==> config.mk <==
export PLATFORM = sky130hd
export DESIGN_NAME = retire_bus_arbiter
export DESIGN_NICKNAME = d
export VERILOG_FILES = /design/src/rtl/rb_pkg.sv /design/src/rtl/rb_rr_pick.sv /design/src/rtl/retire_bus_arbiter.sv
export SDC_FILE = /design/constraint.sdc
export NUM_CORES = 1
export LEC_CHECK = 0
export CAP_MARGIN = 25
export CORE_MARGIN = 10
export CORE_UTILIZATION = 39
export DETAILED_ROUTE_END_ITERATION = 8
export PLACE_DENSITY = 0.89
export REMOVE_ABC_BUFFERS = 1
export SLEW_MARGIN = 0
export SYNTH_ARGS = -nofsm -noshare
export SYNTH_HDL_FRONTEND = slang
export SYNTH_SLANG_ARGS = --single-unit
==> constraint.sdc <==
create_clock -name clock -period 4.72 [get_ports clock]
set_input_delay 0.944 -clock clock [delete_from_list [all_inputs] [get_ports clock]]
set_output_delay 0.944 -clock clock [all_outputs]
set_load 0.05 [all_outputs]
==> src/rtl/rb_pkg.sv <==
// Shared defaults, requester indices and retire-entry type for the Retire Bus arbiter.
package rb_pkg;

    localparam int unsigned RB_NREQ   = 4;
    localparam int unsigned RB_TAG_W  = 5;
    localparam int unsigned RB_DATA_W = 32;

    localparam int unsigned RB_ALU  = 0;
    localparam int unsigned RB_MULT = 1;
    localparam int unsigned RB_DIV  = 2;
    localparam int unsigned RB_LS   = 3;

    typedef struct packed {
        logic [RB_TAG_W-1:0]  tag;
        logic [RB_DATA_W-1:0] data;
    } rb_entry_t;

    // Next round-robin position after index idx, wrapping n-1 back to 0.
    function automatic int unsigned rb_wrap_inc(input int unsigned idx, input int unsigned n);
        return (idx + 1 >= n) ? 0 : idx + 1;
    endfunction

endpackage

==> src/rtl/rb_rr_pick.sv <==
// Combinational round-robin pick: first asserted request at or after ptr (mod NREQ).
module rb_rr_pick #(
    parameter int unsigned NREQ  = 4,
    parameter int unsigned PTR_W = 2
) (
    input  logic [NREQ-1:0]  req,
    input  logic [PTR_W-1:0] ptr,
    output logic [NREQ-1:0]  grant,
    output logic [PTR_W-1:0] idx,
    output logic             any
);

    // Walking the rotated order directly is the rotate/encode/unrotate in one pass.
    always_comb begin
        int unsigned j;
        grant = '0;
        idx   = '0;
        any   = 1'b0;
        j     = 0;
        for (int unsigned k = 0; k < NREQ; k++) begin
            j = 32'(ptr) + k;
            if (j >= NREQ) j = j - NREQ;
            if (!any && req[PTR_W'(j)]) begin
                any                = 1'b1;
                grant[PTR_W'(j)]   = 1'b1;
                idx                = PTR_W'(j);
            end
        end
    end

endmodule

==> src/rtl/retire_bus_arbiter.sv <==
// Round-robin arbiter sharing the Retire Bus among completing units; registers the winner.
// Optional per-requester grant counters are built when RB_PERF_CNT_EN is defined.
module retire_bus_arbiter
    import rb_pkg::*;
#(
    parameter int unsigned NREQ   = RB_NREQ,
    parameter int unsigned TAG_W  = RB_TAG_W,
    parameter int unsigned DATA_W = RB_DATA_W,
    parameter int unsigned CNT_W  = 16
) (
    input  logic                     clock,
    input  logic                     reset,
    input  logic [NREQ-1:0]          req_valid,
    input  logic [NREQ*TAG_W-1:0]    req_tag,
    input  logic [NREQ*DATA_W-1:0]   req_data,
    output logic [NREQ-1:0]          req_grant,
    input  logic                     tagFifo_full,
    input  logic                     flush,
    output logic [TAG_W-1:0]         RB_Tag,
    output logic [DATA_W-1:0]        RB_Data,
    output logic                     RB_Tag_Valid,
    output logic [NREQ*CNT_W-1:0]    perf_cnt
);

    localparam int unsigned PTR_W = (NREQ > 1) ? $clog2(NREQ) : 1;

    logic [PTR_W-1:0]  rr_ptr;
    logic [PTR_W-1:0]  pick_idx;
    logic [NREQ-1:0]   pick_grant;
    logic              pick_any;
    logic              grant_en;
    logic              granted;
    logic [TAG_W-1:0]  tag_arr  [NREQ];
    logic [DATA_W-1:0] data_arr [NREQ];

    for (genvar g = 0; g < NREQ; g++) begin : g_unpack
        assign tag_arr[g]  = req_tag[g*TAG_W +: TAG_W];
        assign data_arr[g] = req_data[g*DATA_W +: DATA_W];
    end

    rb_rr_pick #(
        .NREQ (NREQ),
        .PTR_W(PTR_W)
    ) u_pick (
        .req  (req_valid),
        .ptr  (rr_ptr),
        .grant(pick_grant),
        .idx  (pick_idx),
        .any  (pick_any)
    );

    // Reset is folded in so no requester sees a grant while the bus is held in reset.
    assign grant_en  = !reset && !tagFifo_full && !flush;
    assign req_grant = grant_en ? pick_grant : '0;
    assign granted   = grant_en && pick_any;

    always_ff @(posedge clock or posedge reset) begin
        if (reset) begin
            RB_Tag       <= '0;
            RB_Data      <= '0;
            RB_Tag_Valid <= 1'b0;
            rr_ptr       <= '0;
        end else begin
            RB_Tag_Valid <= granted;
            if (granted) begin
                RB_Tag  <= tag_arr[pick_idx];
                RB_Data <= data_arr[pick_idx];
                rr_ptr  <= PTR_W'(rb_wrap_inc(32'(pick_idx), NREQ));
            end
        end
    end

`ifdef RB_PERF_CNT_EN
    logic [CNT_W-1:0] cnt [NREQ];

    always_ff @(posedge clock or posedge reset) begin
        if (reset) begin
            for (int unsigned k = 0; k < NREQ; k++) cnt[k] <= '0;
        end else begin
            for (int unsigned k = 0; k < NREQ; k++) begin
                if (req_grant[k] && cnt[k] != '1) cnt[k] <= cnt[k] + CNT_W'(1);
            end
        end
    end

    for (genvar g = 0; g < NREQ; g++) begin : g_perf
        assign perf_cnt[g*CNT_W +: CNT_W] = cnt[g];
    end
`else
    assign perf_cnt = '0;
`endif

endmodule

==> results.yml <==
synth:
  synth_edf_count: 0
  synthDistinctLibCells: 41
  syn_area_mm2: 0.003705
  ys_warn_count: 0
  netlist.area_leader.share_pct: 27.02
  synth_flop_cell: "dfrtp_1"
  synth_seq_cells: 40
  synthCells: 363
  synth_area_leaders: "dfrtp_1 27%, mux2i_1 21%, buf_4 15%"
  avgSynthCellArea_um2: 10.21
  async_flop_share_pct: 100.0
  yosysTopAreaCell: "dfrtp_1"
  ys_seq_area_share_pct: 27.02
clock_tree:
  insertion_delay_ns: 0.29
  post_cts_buffers: 0
  path_clk_slew_ns: 0.07
  htreeDepth: 2
  clock-sinks: 40
  clock-root-buffer: "clkbuf_8"
  cts_hold_buf: 0
  cts_made_buffers: 5
  cts_resized: 0
  clockBufferDepth: 2
  cts_tree: "done"
die:
  num_io_pins: 262
  start_util_pct: 40.09
  rows: 35
  dieArea_mm2: 0.01380
  chipHeight_um: 117.5
  core_area_mm2: 0.009240
  die_x_um: 117.5
detailed_routing:
  wl_per_cell_um: 19.13
  via_per_inst: 4.934
  antenna_left: 0
  dr_total_vias: 3311
  drt-total-wl_mm: 12.84
  drt_iter0_markers: 127
  firstDrtPassIters: 4
  drc: 0
global_routing:
  grt_overflow: 0
  antenna_found_initial: 0
  grt_pass1_wl_mm: 20.18
  first_global_vias: 3682
  gr-usage-all-layers_pct: 17.63
  grt_max_degree: 77
pwr:
  power.density_mw_per_mm2: 652.1
  power_frac_seq_pct: 17.7
  power.internal_mw: 1.697
  pwr-share-clk_pct: 6.3
  leakagePower_nw: 2.309
  p_sw_mw: 1.901
  pwr-share-comb_pct: 76.0
  p_sw_share_pct: 52.85
  ir_worst_vdd_mv: 0.5686
worst_setup_path:
  reg2reg_slack_ns: 0.91
  worst_setup_path_start_kind: "register"
  rr_worst_depth: 10
  cp.buffers_inverters: 2
  required_ns: 3.78
  path_delay_family: "flip-flops"
  critical_path_class: "reg2out"
  crit_chain: "inv_1 -> ha_1 -> or3_1 -> o21ai_0 -> a311oi_1 -> a21oi_1 -> a221oi_1 -> nor2_1 -> buf_4"
  rr_endpoint: "RB_Data[1]"
  crit_arrival_ns: 3.30
  path_max_fanout: 20
  cpPeakStageDelay_ns: 0.80
  r2r_start: "rr_ptr[0]"
  endpoint_kind: "output port"
  slowest_stage: "dfrtp_1"
layout:
  drive_gt1_share_pct: 11.07
  area_growth_pct: 48.94
  fillerInstances: 768
  postLayoutCellArea_mm2: 0.005518
  nets: 705
  n_antenna_cell: 0
  fin_util_pct: 59.72
timing:
  whs_ns: 0.5812
  max_freq_mhz: 235.6
  finalCritPeriodShare_pct: 89.92
  worst_pin_slew_ns: 0.7000
  drv_slew: 0
  slew_headroom_pct: 53.34
  period_minus_slack_ns: 4.244
  setup_viol: 0
  rsz0062_at_grt: "no"
  fin_tns_setup_ns: 0
  finalClockSkew_ns: 0.01062
  hold_viol_final: 0
worst_hold_path:
  hold_depth: 2
  hold_path.startpoint: "RB_Data[30]"
  hold_end: "RB_Data[30]"
  hp-class: "reg2reg"
flow_run:
  drv_cap: 0
place:
  gp_congestion: 0.8595
  placed_cell_area_mm2: 0.005416
  portBuffers: 197
  hpwlAfterDp_mm: 10.46
run_status:
  status: "finished, final reports clean"
worst max path at each step:
stage,cells past startpoint,to,from,slack [ns]
after CTS,9,req_grant[2],rr_ptr[0],0.51
after detailed placement,9,req_grant[2],req_valid[2],0.71
after global routing,9,req_grant[0],rr_ptr[0],0.25
after floorplan,9,RB_Data[0],rr_ptr[0],-0.47
final,9,req_grant[2],rr_ptr[0],0.48
after global placement,9,req_grant[2],req_valid[2],0.80
cell usage in the layout (no fill, tap or decap), types with 2 or more instances in the layout:
cell type and count:
a21oi_2 2, conb_1 64, clkbuf_8 5, buf_12 3, or2_4 2, mux4_2 2, nor2_1 49, o21ai_0 6
inv_1 5, dfrtp_1 40, or3_1 3, nand3_1 4, ha_1 7, nand2_1 7, clkdlybuf4s50_1 193, a221oi_1 11
mux2i_1 78, buf_4 5, a22oi_1 4, a221oi_2 31
cell usage after synthesis, types with 2 or more instances:
cell type,count
clkbuf_4,2
a21oi_2,2
buf_2,3
nand2_1,7
buf_6,8
a221oi_1,11
nor2_1,49
inv_1,6
dfrtp_1,40
clkbuf_1,5
or3_1,3
a221oi_2,31
buf_4,72
o21ai_0,6
nand3_1,4
a21oi_1,2
mux2i_1,78
a22oi_1,4
ha_1,7
mux4_2,2
tightest hold or removal path: stages, from the launching register on:
cell,delay (ns)
dfrtp_1,0.38
nor2_1,0.11
a221oi_1,0.05
flip-flops by register name (all words and copies together) (netlist names):
| name | flops |
|---|---|
| RB_Data | 32 |
| RB_Tag | 5 |
| RB_Tag_Valid | 1 |
| rr_ptr | 2 |
routing by layer:
layer	GRT usage, %	part of all wire (%)	vias up	wire, µm
li1	-	-	1560	-
met1	18.20	37	1591	4702
met2	32.55	53	149	6849
met3	7.386	8.9	11	1140
met4	3.323	1.1	0	143
met5	0	0	-	0
per-stage QoR:
step,power [mW],setup WS [ns],instances
after floorplan,2.700,-0.4690,334
after global placement,3.309,0.7969,663
after detailed placement,3.382,0.7094,663
after CTS,3.619,0.5092,670
after global routing,3.810,0.2483,671
final,3.598,0.4756,671
final cells by class:
class / count / area [µm²] / share of cell area [%]
Clock inverter: 2 / 12.51 / 0.2268
Clock buffer: 5 / 68.82 / 1.247
Tap cell: 129 / 161.4 / 2.925
Inverter: 6 / 22.52 / 0.4082
Sequential cell: 40 / 1001 / 18.14
Timing Repair Buffer: 201 / 2029 / 36.78
Multi-Input combinational cell: 288 / 2222 / 40.27
cells by family after synthesis:
kind of cell	synth area share (%)
buffers and inverters	19.89
AND/OR/NAND/NOR	8.748
adder cells (fa/ha/maj)	2.364
multiplexers	22.59
other	0.1012
flip-flops	27.02
AO/OA/AOI/OAI	19.28
power groups by stage:
stage                     Clock, mW  Combinational [mW]  Sequential, mW
after detailed placement          0                2.74           0.639
after global routing          0.249                2.90           0.662
after floorplan                   0                1.54            1.16
after CTS                     0.236                2.75           0.635
final                         0.226                2.74           0.636
after global placement            0                2.68           0.627
(Power assumes the default switching activity.)
==> RTL change 1 (same flow settings) <==
Change the package constant `RB_NREQ` from 4 to 2.
--- a/src/rtl/rb_pkg.sv
+++ b/src/rtl/rb_pkg.sv
@@ -1,7 +1,7 @@
 // Shared defaults, requester indices and retire-entry type for the Retire Bus arbiter.
 package rb_pkg;
 
-    localparam int unsigned RB_NREQ   = 4;
+    localparam int unsigned RB_NREQ   = 2;
     localparam int unsigned RB_TAG_W  = 5;
     localparam int unsigned RB_DATA_W = 32;
 
Ports: changed (5 resized); port bits go from 262 to 152. No check against the original RTL was run, so the function may have changed too.
==> RTL change 1 against the unedited design <==
Via count fell by 44%. Non-clock buffer count is 77 lower. Power fell by 58%. Sequential cell count shrank 1. Setup slack gained 330 ps. Count of clock-buffer cells in the layout rose by 1. First-iteration DRC count down 61%. Synthesized area is 41% lower. Global-route usage decreased by 3.0 points. Wire length fell by 46%. Sequential power decreased by 28%. Final area decreased by 38%. Critical path type is now in -> out. Largest cell class is now non-clock buffers.
==> RTL change 1: results (changes against the unedited design) <==
* Status: finished clean
* Core area at 5470 um^2 (-41%)
* Met2 routed WL at 3520 um (-49%)
* Reg-to-Reg End: RB_Data[17]
* WL final at 6920 um (-46%)
* Sequential share of the synthesized area at 44.5% (+17 points)
* First-pass GRT wire length at 10300 um (-49%)
* Crit Path Max Fanout at 38 (+90%)
* Biggest regs: RB_Data (32), RB_Tag (5)
* Hold path depth at 1 (-1)
* R2R Path Start: rr_ptr
* Post-Syn Area per Cell at 12.5 um^2 (+22%)
* Flop2flop setup slack at 3180 ps (+2270 ps)
* WL/cell at 19.3 um (+0.76%)
* Maximum clock rate at 256 MHz (+8.5%)
* Placed cells at 351 (-47%)
* First-pass DRT Iterations at 4 (unchanged)
* LEAKAGE at 1.32 nW (-43%)
* Most frequent cells after synthesis: dfrtp_1, buf_4, a2bb2oi_1, o32ai_1
* Total GRT Usage at 14.6% (-3.0 points)
* Synth area leaders: dfrtp_1, buf_4, a2bb2oi_1
* Largest net degree at the start of global routing at 41 (-47%)
* Post-Route M1 WL at 2440 um (-48%)
* DRT iter0 DRCs at 50 (-61%)
* CP arrival at 2970 ps (-330 ps)
* Worst Setup EP: req_grant[1]
* Yosys cell types at 21 (-49%)
* M1 GR Usage at 15.4% (-2.8 points)
* Sequential cell area at 976 um^2 (-2.5%)
* GR Util met3 at 7.22% (-0.17 points)
* VDD IR-drop max at 234 uV (-59%)
* Total number of vias at 1870 (-44%)
* Pre-CTS setup slack at 796 ps (+86.5 ps)
* Worst Max-Slew Pin Slew at 718 ps (+18.5 ps)
* Met2 usage at 25.7% (-6.9 points)
* Min-Delay Endpoint: RB_Data[10]
* Hold path startpoint: RB_Data[10]
* Placed cell areas at 3280 um^2 (-39%)
* Nets at 366 (-48%)
* IO buf count at 119 (-40%)
* Number of global-route vias before repair at 2032 (-45%)
* Metal3 WL at 881 um (-23%)
* Fillers at 454 (-41%)
* Share of layout cells above drive strength 1 at 12.2% (+1.1 points)
* Worst-case reg-to-reg path depth at 4 (-6)
* Clk_skew at 2.96 ps (-7.66 ps)
* Hold WS at 526 ps (-55.1 ps)
* Critical Path Source: req_valid[1]
* Half-perimeter wire length after placement at 5250 um (-50%)
-- RTL change 1: report_power, final --
group          total [mW]  switching (mW)  internal (mW)  leakage [nW]
clock               0.325           0.113          0.211        0.0654
sequential          0.455          0.0478          0.407         0.429
combinational       0.720           0.447          0.274         0.829
-- RTL change 1: final cells by class --
type / instances / area share [%]
multi-input combinational: 114 / 28.7
tap: 72 / 2.64
inverter: 2 / 0.220
clock inverter: 2 / 1.76
clock buffer: 6 / 2.13
timing repair buffer: 124 / 36.0
sequential: 39 / 28.6
-- RTL change 1: worst max-delay path, stage by stage --
cell and delay, ps:
clkdlybuf4s50_1 540, inv_2 300, nor3b_1 320, clkdlybuf4s50_1 850
-- RTL change 1: cells by family (layout without fill, tap and decap cells) --
logic type / count (synthesis) / after routing / synth area share [%]
buffers and inverters: 54 / 134 / 16.5
AO/OA/AOI/OAI: 78 / 78 / 37.1
AND/OR/NAND/NOR: 4 / 4 / 1.65
other: 1 / 32 / 0.171
flip-flops: 39 / 39 / 44.5
==> RTL change 2 (config.mk and constraints unchanged) <==
Without the edit above. Build with the macro `RB_PERF_CNT_EN` defined.
--- a/src/rtl/retire_bus_arbiter.sv
+++ b/src/rtl/retire_bus_arbiter.sv
@@ -1,5 +1,7 @@
 // Round-robin arbiter sharing the Retire Bus among completing units; registers the winner.
 // Optional per-requester grant counters are built when RB_PERF_CNT_EN is defined.
+`define RB_PERF_CNT_EN
+
 module retire_bus_arbiter
     import rb_pkg::*;
 #(
Check against the original RTL: not equivalent (Yosys sat finds a counterexample within 4 cycles, from zero or initial values and one cycle with reset high).
==> RTL change 2 against the unedited design <==
Setup slack lost 150 ps. Register-to-register slack better by 40 ps. Power up 32%. Sequential cell count grew 64. Maximum frequency decreased by 3.5%. Synthesized area grew 63%. Highest routed layer unchanged. Largest power group unchanged. Wire length increased by 58%. Final area grew 65%.
==> RTL change 2: results (changes against the unedited design) <==
* Worst-path cell with the longest stage delay: mux4_2
* Status: finished clean
* Slew headroom at 47.7% (-5.7 points)
* Share of layout cells above drive strength 1 at 6.50% (-4.6 points)
* Nets at 993 (+41%)
* GPL Wtd Cong at 0.899 (+4.6%)
* Clk_skew at 4.69 ps (-5.93 ps)
* Half-perimeter wire length after placement at 16000 um (+53%)
* Hold path depth at 1 (-1)
* Placed cells at 1003 (+51%)
* Most frequent cells after synthesis: dfrtp_1, mux2i_1, nand2_1
* Switching Share at 46.1% (-6.7 points)
* Number of global-route vias before repair at 5443 (+48%)
* CTS root buffer: clkbuf_16
* Reg-to-Reg End: RB_Data[30]
* Critical Path Max Stage Delay at 670 ps (-130 ps)
* Worst Setup EP: req_grant[1]
* First-pass GRT wire length at 30400 um (+51%)
* Largest register FFs at 64 (+100%)
* Total GRT Usage at 18.6% (+0.96 points)
* R2R Path Start: rr_ptr[1]
* CTS Buf Count at 9 (+4)
* DRT iter0 DRCs at 409 (+220%)
* Worst-case reg-to-reg path depth at 8 (-2)
* IO buf count at 261 (+32%)
* WL/cell at 20.0 um (+4.3%)
* Total number of vias at 5488 (+66%)
* Vias per cell at 5.39 (+9.1%)
* Clock latency on the worst-skew pair at 350 ps (+60 ps)
* Sequential share of the synthesized area at 43.1% (+16 points)
* Yosys cell types at 54 (+32%)
==> RTL change 2: through the flow <==
step	hold slack [ps]	util, %	setup WS (ps)
4_1_cts	491	59.9	317
6_report	487	59.9	322
3_3_place_gp	469	58.1	680
3_5_place_dp	472	58.1	670
5_1_grt	512	59.9	39.2
2_1_floorplan	652	-	-199
==> RTL change 2: critical path: cells and delay by family, from the launching register on <==
kind            cells  cell delay [ps]
flops               1              560
mux                 1              670
buf+inv             3              430
fa+ha+maj           1              560
simple gates        2              580
compound gates      1              310
==> RTL change 2: final cells by class <==
| cell class | count | area (um^2) | area share (%) |
|---|---|---|---|
| Timing Repair Buffer | 274 | 2750 | 30.2 |
| Clock buffer | 11 | 233 | 2.56 |
| Multi-Input combinational cell | 423 | 3190 | 35.1 |
| Sequential cell | 104 | 2600 | 28.6 |
| Inverter | 14 | 55.1 | 0.605 |
| Tap cell | 188 | 235 | 2.58 |
| Clock inverter | 5 | 33.8 | 0.371 |
==> RTL change 2: power groups by stage <==
stage | clock, mW | sequential (mW) | combinational (mW)
after floorplan | 0 | 2.01 | 1.23
after global placement | 0 | 1.29 | 2.76
after global routing | 0.753 | 1.32 | 2.94
final | 0.699 | 1.29 | 2.78
after detailed placement | 0 | 1.29 | 2.80
after CTS | 0.717 | 1.29 | 2.80
==> RTL change 2: layer usage <==
metal  GRT usage, %  up-vias  wire length (um)
met5              0        -                 0
met4           5.11        0               280
met3           4.72       19              1340
met2           31.3      172             10700
met1           23.1     2688              7990
li1               -     2609                 -
==> RTL change 2: cells by family after synthesis <==
family,share of synthesized area (%)
and+or+nand+nor,17.3
DFF,43.1
muxes,14.5
AOI/OAI and AO/OA,9.87
xor gates and xnor gates,8.85
buffers and inverters,4.08
adders and majority gates,2.28
